**src/rtl/alu_seq.sv**
```systemverilog
// ----------------------------------------------------------------------------
// alu_seq : handshaked multi-cycle ALU for the decode -> writeback path.
//   Single-cycle ops : ADD SUB AND OR NOT XOR SLT SLTU (result 1 cycle after
//                      accept). Unused encodings give res=0, z=1.
//   Iterative ops    : MULU (shift-add, 2*WIDTH product) and, when the
//                      ALU_DIV_EN macro is defined, DIVU (restoring divide).
//                      Both present out_valid WIDTH+1 cycles after accept.
//   Build option     : `define ALU_DIV_EN to include the divider. Without it,
//                      encoding 1001 is handled as an unused op.
// Ports
//   clk, rst_n           clock, asynchronous active-low reset
//   in_valid / in_ready  operand handshake (in_ready only in IDLE, rst_n high)
//   op_a, op_b, sel      operands and operation code, captured on accept
//   out_valid/out_ready  result handshake (out_valid while in DONE)
//   res, res_hi          result; high product / remainder for MULU / DIVU
//   z, c, v, n           zero, carry/borrow, overflow, negative flags
// ----------------------------------------------------------------------------
module alu_seq #(
   parameter int unsigned WIDTH = 32
) (
   input  logic             clk,
   input  logic             rst_n,
   input  logic             in_valid,
   output logic             in_ready,
   input  logic [WIDTH-1:0] op_a,
   input  logic [WIDTH-1:0] op_b,
   input  logic [3:0]       sel,
   output logic             out_valid,
   input  logic             out_ready,
   output logic [WIDTH-1:0] res,
   output logic [WIDTH-1:0] res_hi,
   output logic             z,
   output logic             c,
   output logic             v,
   output logic             n
);

   localparam int unsigned CW = $clog2(WIDTH) + 1;
   localparam int unsigned W2 = 2 * WIDTH;

   localparam logic [3:0] SEL_ADD  = 4'b0000;
   localparam logic [3:0] SEL_SUB  = 4'b0001;
   localparam logic [3:0] SEL_AND  = 4'b0010;
   localparam logic [3:0] SEL_OR   = 4'b0011;
   localparam logic [3:0] SEL_NOT  = 4'b0100;
   localparam logic [3:0] SEL_XOR  = 4'b0101;
   localparam logic [3:0] SEL_SLT  = 4'b0110;
   localparam logic [3:0] SEL_SLTU = 4'b0111;
   localparam logic [3:0] SEL_MULU = 4'b1000;
`ifdef ALU_DIV_EN
   localparam logic [3:0] SEL_DIVU = 4'b1001;
`endif

   typedef enum logic [1:0] {
      S_IDLE = 2'd0,
      S_BUSY = 2'd1,
      S_DONE = 2'd2
   } state_t;

   state_t            r_state;
   state_t            w_state_nxt;

   logic [WIDTH-1:0]  r_a;
   logic [WIDTH-1:0]  r_b;
   logic [W2-1:0]     r_acc;
   logic [CW-1:0]     r_cnt;
`ifdef ALU_DIV_EN
   logic              r_div;
`endif
   logic [WIDTH-1:0]  r_res;
   logic [WIDTH-1:0]  r_res_hi;
   logic              r_z;
   logic              r_c;
   logic              r_v;
   logic              r_n;

   logic              w_accept;
   logic              w_iter;
   logic              w_last;

   logic [WIDTH:0]    w_sum;
   logic [WIDTH:0]    w_dif;
   logic [WIDTH-1:0]  w_s_res;
   logic              w_s_c;
   logic              w_s_v;

   logic [WIDTH:0]    w_mul_sum;
   logic [W2-1:0]     w_mul_acc;
   logic [W2-1:0]     w_acc_nxt;
   logic [WIDTH-1:0]  w_b_nxt;

   logic [WIDTH-1:0]  w_f_res;
   logic [WIDTH-1:0]  w_f_hi;
   logic              w_f_z;
   logic              w_f_c;
   logic              w_f_v;
   logic              w_f_n;

   assign w_accept = in_valid && in_ready;
   assign w_last   = (r_cnt == CW'(WIDTH - 1));

`ifdef ALU_DIV_EN
   assign w_iter = (sel == SEL_MULU) || (sel == SEL_DIVU);
`else
   assign w_iter = (sel == SEL_MULU);
`endif

   // State register
   always_ff @(posedge clk or negedge rst_n) begin
      if (!rst_n) begin
         r_state <= S_IDLE;
      end else begin
         r_state <= w_state_nxt;
      end
   end

   // Next-state logic
   always_comb begin
      w_state_nxt = r_state;
      case (r_state)
         S_IDLE: if (w_accept) w_state_nxt = w_iter ? S_BUSY : S_DONE;
         S_BUSY: if (w_last)   w_state_nxt = S_DONE;
         S_DONE: if (out_ready) w_state_nxt = S_IDLE;
         default: w_state_nxt = S_IDLE;
      endcase
   end

   // Handshake outputs decoded from state
   always_comb begin
      in_ready  = 1'b0;
      out_valid = 1'b0;
      if (rst_n && (r_state == S_IDLE)) in_ready = 1'b1;
      if (r_state == S_DONE) out_valid = 1'b1;
   end

   // Single-cycle results, computed straight from the inputs at accept
   always_comb begin
      w_sum   = {1'b0, op_a} + {1'b0, op_b};
      w_dif   = {1'b0, op_a} - {1'b0, op_b};
      w_s_res = '0;
      w_s_c   = 1'b0;
      w_s_v   = 1'b0;
      case (sel)
         SEL_ADD: begin
            w_s_res = w_sum[WIDTH-1:0];
            w_s_c   = w_sum[WIDTH];
            w_s_v   = (op_a[WIDTH-1] == op_b[WIDTH-1]) && (w_sum[WIDTH-1] != op_a[WIDTH-1]);
         end
         SEL_SUB: begin
            // Top bit of the widened difference is the unsigned borrow
            w_s_res = w_dif[WIDTH-1:0];
            w_s_c   = w_dif[WIDTH];
            w_s_v   = (op_a[WIDTH-1] != op_b[WIDTH-1]) && (w_dif[WIDTH-1] != op_a[WIDTH-1]);
         end
         SEL_AND:  w_s_res = op_a & op_b;
         SEL_OR:   w_s_res = op_a | op_b;
         SEL_NOT:  w_s_res = ~op_a;
         SEL_XOR:  w_s_res = op_a ^ op_b;
         SEL_SLT:  w_s_res = {{(WIDTH-1){1'b0}}, ($signed(op_a) < $signed(op_b))};
         SEL_SLTU: w_s_res = {{(WIDTH-1){1'b0}}, (op_a < op_b)};
         default:  w_s_res = '0;
      endcase
   end

   // One shift-add step: add multiplicand into the high half, shift right
   assign w_mul_sum = {1'b0, r_acc[W2-1:WIDTH]} + {1'b0, ({WIDTH{r_b[0]}} & r_a)};
   assign w_mul_acc = W2'({w_mul_sum, r_acc[WIDTH-1:0]} >> 1);

`ifdef ALU_DIV_EN
   // One restoring-divide step: r_acc = {remainder, dividend/quotient}
   logic [WIDTH:0]   w_trial;
   logic             w_ge;
   logic [WIDTH-1:0] w_rem;
   logic [W2-1:0]    w_div_acc;

   always_comb begin
      w_trial   = {r_acc[W2-1:WIDTH], r_acc[WIDTH-1]};
      w_ge      = (w_trial >= {1'b0, r_b});
      w_rem     = WIDTH'(w_ge ? (w_trial - {1'b0, r_b}) : w_trial);
      w_div_acc = {w_rem, r_acc[WIDTH-2:0], w_ge};
   end

   assign w_acc_nxt = r_div ? w_div_acc : w_mul_acc;
   assign w_b_nxt   = r_div ? r_b : (r_b >> 1);
`else
   assign w_acc_nxt = w_mul_acc;
   assign w_b_nxt   = r_b >> 1;
`endif

   // Final result/flags taken from the last iteration's accumulator value
   always_comb begin
      w_f_res = w_acc_nxt[WIDTH-1:0];
      w_f_hi  = w_acc_nxt[W2-1:WIDTH];
      w_f_z   = (w_acc_nxt == '0);
      w_f_c   = (w_acc_nxt[W2-1:WIDTH] != '0);
      w_f_v   = (w_acc_nxt[W2-1:WIDTH] != '0);
      w_f_n   = w_acc_nxt[WIDTH-1];
`ifdef ALU_DIV_EN
      if (r_div) begin
         w_f_c = 1'b0;
         if (r_b == '0) begin
            w_f_res = '1;
            w_f_hi  = r_a;
            w_f_z   = 1'b0;
            w_f_v   = 1'b1;
            w_f_n   = 1'b1;
         end else begin
            w_f_z = (w_acc_nxt[WIDTH-1:0] == '0);
            w_f_v = 1'b0;
         end
      end
`endif
   end

   // Operand capture, iteration datapath and registered results
   always_ff @(posedge clk or negedge rst_n) begin
      if (!rst_n) begin
         r_a      <= '0;
         r_b      <= '0;
         r_acc    <= '0;
         r_cnt    <= '0;
`ifdef ALU_DIV_EN
         r_div    <= 1'b0;
`endif
         r_res    <= '0;
         r_res_hi <= '0;
         r_z      <= 1'b0;
         r_c      <= 1'b0;
         r_v      <= 1'b0;
         r_n      <= 1'b0;
      end else if (w_accept) begin
         r_a   <= op_a;
         r_b   <= op_b;
         r_cnt <= '0;
`ifdef ALU_DIV_EN
         r_div <= (sel == SEL_DIVU);
         r_acc <= (sel == SEL_DIVU) ? {{WIDTH{1'b0}}, op_a} : '0;
`else
         r_acc <= '0;
`endif
         if (!w_iter) begin
            r_res    <= w_s_res;
            r_res_hi <= '0;
            r_z      <= (w_s_res == '0);
            r_c      <= w_s_c;
            r_v      <= w_s_v;
            r_n      <= w_s_res[WIDTH-1];
         end
      end else if (r_state == S_BUSY) begin
         r_acc <= w_acc_nxt;
         r_b   <= w_b_nxt;
         r_cnt <= r_cnt + CW'(1);
         if (w_last) begin
            r_res    <= w_f_res;
            r_res_hi <= w_f_hi;
            r_z      <= w_f_z;
            r_c      <= w_f_c;
            r_v      <= w_f_v;
            r_n      <= w_f_n;
         end
      end
   end

   assign res    = r_res;
   assign res_hi = r_res_hi;
   assign z      = r_z;
   assign c      = r_c;
   assign v      = r_v;
   assign n      = r_n;

endmodule

```
**config.mk**
```make
export PLATFORM = sky130hd
export DESIGN_NAME = alu_seq
export DESIGN_NICKNAME = d
export VERILOG_FILES = /design/src/rtl/alu_seq.sv
export SDC_FILE = /design/constraint.sdc
export NUM_CORES = 1
export LEC_CHECK = 0
export CAP_MARGIN = 20
export CORE_MARGIN = 2
export CORE_UTILIZATION = 45
export CTS_BUF_LIST = sky130_fd_sc_hd__clkbuf_8
export DETAILED_ROUTE_END_ITERATION = 6
export PLACE_DENSITY_LB_ADDON = 0.3
export SYNTH_ARGS = -nofsm -noshare
export SYNTH_HDL_FRONTEND = slang
export SYNTH_SLANG_ARGS = --single-unit
```
**constraint.sdc**
```tcl
create_clock -name clk -period 4.3 [get_ports clk]
set_input_delay 0.86 -clock clk [delete_from_list [all_inputs] [get_ports clk]]
set_output_delay 0.86 -clock clk [all_outputs]
set_load 0.03 [all_outputs]
```
==> results.yml <==
yosys:
  synth_nets: 2196
  synth_top_area_cell: "dfrtp_1"
  ys_types: 82
  synth_area_um2: 15800
  synth_top_area_share_pct: 32.0
  ys_seq_area_share_pct: 32.0
  synth_fa_ha_area_share_pct: 11.9
  ys_warn_count: 0
  yosys.area_share.simple_pct: 20.1
  ys_seq_elements: 202
  synth-compound-area-share_pct: 26.2
  synth.most_common_cell: "nand2_1"
  ys.flop_type: "dfrtp_1"
  synth_area_leaders: "dfrtp_1, ha_1, nand2_1"
  synthMuxAreaShare_pct: 1.63
  avgSynthCellArea_um2: 8.00
  synth_edf_count: 0
  synth_top_family_by_area: "compound AO/OA/AOI/OAI gates"
  async_reset_ff_share_pct: 100
  synthXorXnorAreaFrac_pct: 2.49
  synth_cells: 1975
  synth_common_cells: "nand2_1, dfrtp_1, o21ai_0, ha_1"
sta:
  holdWs_ns: 0.143
  maxSlewViolCount: 0
  period_share_pct: 97.0
  max_freq_ghz: 0.240
  finalSetupViolations: 0
  fin_crit_ns: 4.17
  worst_slew_pin_slew_ns: 1.17
  hold_viol: 0
  finalClockSkew_ns: 0.0287
  max-slew-margin-rel_pct: 21.4
  rsz0062_at_grt: "yes"
layout:
  fill_cells: 3089
  fin_cells: 2973
  diodes: 0
  nNetsFinal: 2711
  layout-drive-gt1-share_pct: 23.3
  syn2layout_area_growth_pct: 38.2
grt:
  met2_usage_pct: 56.6
  grt_use_total_pct: 33.4
  use_met3_pct: 4.68
  grt_pass1_wl_um: 94300
  met1_usage_pct: 42.6
  grt_max_degree: 142
  overflow: 0
  antenna_found_initial: 1
  grt_pass1_vias: 17200
  gr-max-usage-layer: "met2"
drt:
  drt_pass1_iterations: 5
  wl_um: 60400
  post_drt_wl_per_cell_um: 20.3
  via_count: 17000
  postRouteAntennaNets: 0
  routed_via_density: 5.71
  drt_iter0_markers: 1111
  post-route-drc-count: 0
worst_hold_path:
  hold_class: "input pin to asynchronous set/reset pin"
worst_setup_path:
  cp_common_cell: "a21oi_2"
  max_stage_delay_ns: 0.50
  crit_arrival_ns: 4.64
  path_depth: 15
  path_buf_inv: 3
  timing.critical_path.from_type: "input pin"
  worst_path_max_delay_cell: "clkdlybuf4s50_1"
  path_class: "input pin to flip-flop"
  critPathCaptureType: "flip-flop"
  rr_worst_depth: 16
  crit_path_cell_trace: "clkdlybuf4s50_1 > inv_1 > ha_1 > buf_4 > nor2b_1 > a2111o_1 > a21oi_2 > a211oi_2 > o41ai_2 > a41o_2 > a21oi_2 > mux2_4 > a2111oi_4 > o21ai_1 > mux2_2"
  crit_family: "compound AO/OA/AOI/OAI gates"
  critPathMaxFanout: 4
  cp.required_ns: 4.77
floorplan:
  start_util_pct: 45.8
  die_height_um: 191
  dieArea_um2: 36600
  coreArea_um2: 34500
  pin_count: 142
  rows: 68
  die_x_um: 191
placed_design:
  port_buffers: 141
  place_congestion: 0.999
  place_hpwl_um: 47900
  dp.cells: 2902
clock_tree:
  cts_buffers: 37
  cts_hold_buffers: 0
  path_clk_slew_ns: 0.06
  cts_tree: "yes"
  cts_root_buf: "clkbuf_8"
  cts_max_level: 2
  insertion_delay_ns: 0.61
  clock-sinks: 202
  clockBufferDepth: 3
power_and_ir_drop:
  seq_power_share_pct: 32.7
  leakagePower_nw: 10.5
  switching_share_pct: 34.3
  powerDensity_nw_per_um2: 312
  p_sw_w: 0.00233
  peakVddDrop_uv: 372
  p_clk_share_pct: 32.4
  intPower_w: 0.00447
  comb_power_share_pct: 34.8
job:
  maxCapViolCount: 0
run_status:
  status: "finished clean"
cells in the final DEF, fill, tap and decap left out, types with 10 or more instances in the layout:
cell	count
buf_4	449
nand2_1	299
dfrtp_1	201
o21ai_0	192
ha_1	145
clkdlybuf4s50_1	136
inv_1	119
nor2_1	114
a21oi_1	112
nand3_1	70
clkbuf_8	49
a22oi_1	38
and2_1	37
nor3_1	32
xnor2_1	32
a21o_1	30
o22ai_1	25
o31ai_1	25
nand4_1	24
a211oi_1	23
nor4_1	21
o21a_1	19
mux2_2	18
nor2b_1	17
a31oi_1	16
a21boi_0	15
o21bai_1	13
xor2_1	12
or3_1	11
o2111ai_1	11
o221ai_1	10
per-layer routing:
layer	share of wire, %	up-vias
met5	0	-
met4	4.2	0
met3	5.3	150
met2	48	566
met1	43	8145
li1	-	8127
layout make-up:
cell class              instances  area (µm²)  area share [%]
flip-flops and latches        202        5060            23.1
clock buffers                  48         661            3.02
well taps                     455         569            2.61
multi-input cells            1539        9990            45.7
repair buffers                598        4930            22.6
clock inverters                19         223            1.02
inverters                     112         420            1.92
state kept, by name (all words and copies together) (netlist names):
register and count:
r_b 32, res_hi 32, r_cnt 6, r_state 2, v 1, z 1, r_acc 63, r_a 32
res 32, c 1
power by group through the flow:
stage               clock network (W)  registers, W  logic, W
floorplan                           0       0.00229   0.00110
global placement                    0       0.00225   0.00230
detailed placement                  0       0.00226   0.00233
CTS                           0.00224       0.00223   0.00234
global route                  0.00232       0.00225   0.00258
finish                        0.00221       0.00223   0.00237
final timing paths:
check                         from   endpoint  slack, ns
setup / recovery           op_b[3]    res[26]       0.13
hold / removal               rst_n  r_acc[32]       0.14
max in group asynchronous    rst_n    r_b[23]       3.10
hold reg to reg            r_a[21]    r_a[21]       0.47
min in group clk           r_a[21]    r_a[21]       0.47
setup reg to reg            r_b[0]          v       0.25
worst reg2reg max path, delay by kind of cell, from the launching register on:
family | cells | cell delay [ns]
buffers and inverters | 4 | 0.72
XOR/XNOR | 1 | 0.14
AND/OR/NAND/NOR | 5 | 1.29
AO/OA/AOI/OAI | 5 | 0.97
adder cells (fa/ha/maj) | 1 | 0.31
flip-flops | 1 | 0.48
through the flow:
step                utilization (%)  instance area [µm²]  total power, W  setup TNS [ns]  worst slack (ns)
global route                   63.2                21800         0.00715         -0.0121           -0.0121
floorplan                         -                15800         0.00339               0             0.132
detailed placement             60.4                20900         0.00459           -8.37            -0.809
finish                         63.2                21800         0.00681               0             0.128
CTS                            63.0                21800         0.00681               0           0.00619
global placement               60.4                20800         0.00455           -6.64            -0.716
cells by family after synthesis:
| family | after synthesis |
|---|---|
| xor+xnor | 45 |
| mux | 23 |
| simple gates | 684 |
| fa+ha+maj | 149 |
| flops | 202 |
| compound gates | 638 |
| buf+inv | 234 |
repair_timing:
action	4_1_cts	5_1_grt
resized for setup	1	25
pin swaps	4	4
endpoints found under the setup margin	4	11
buffers inserted	2	2
(Power assumes the default switching activity.)
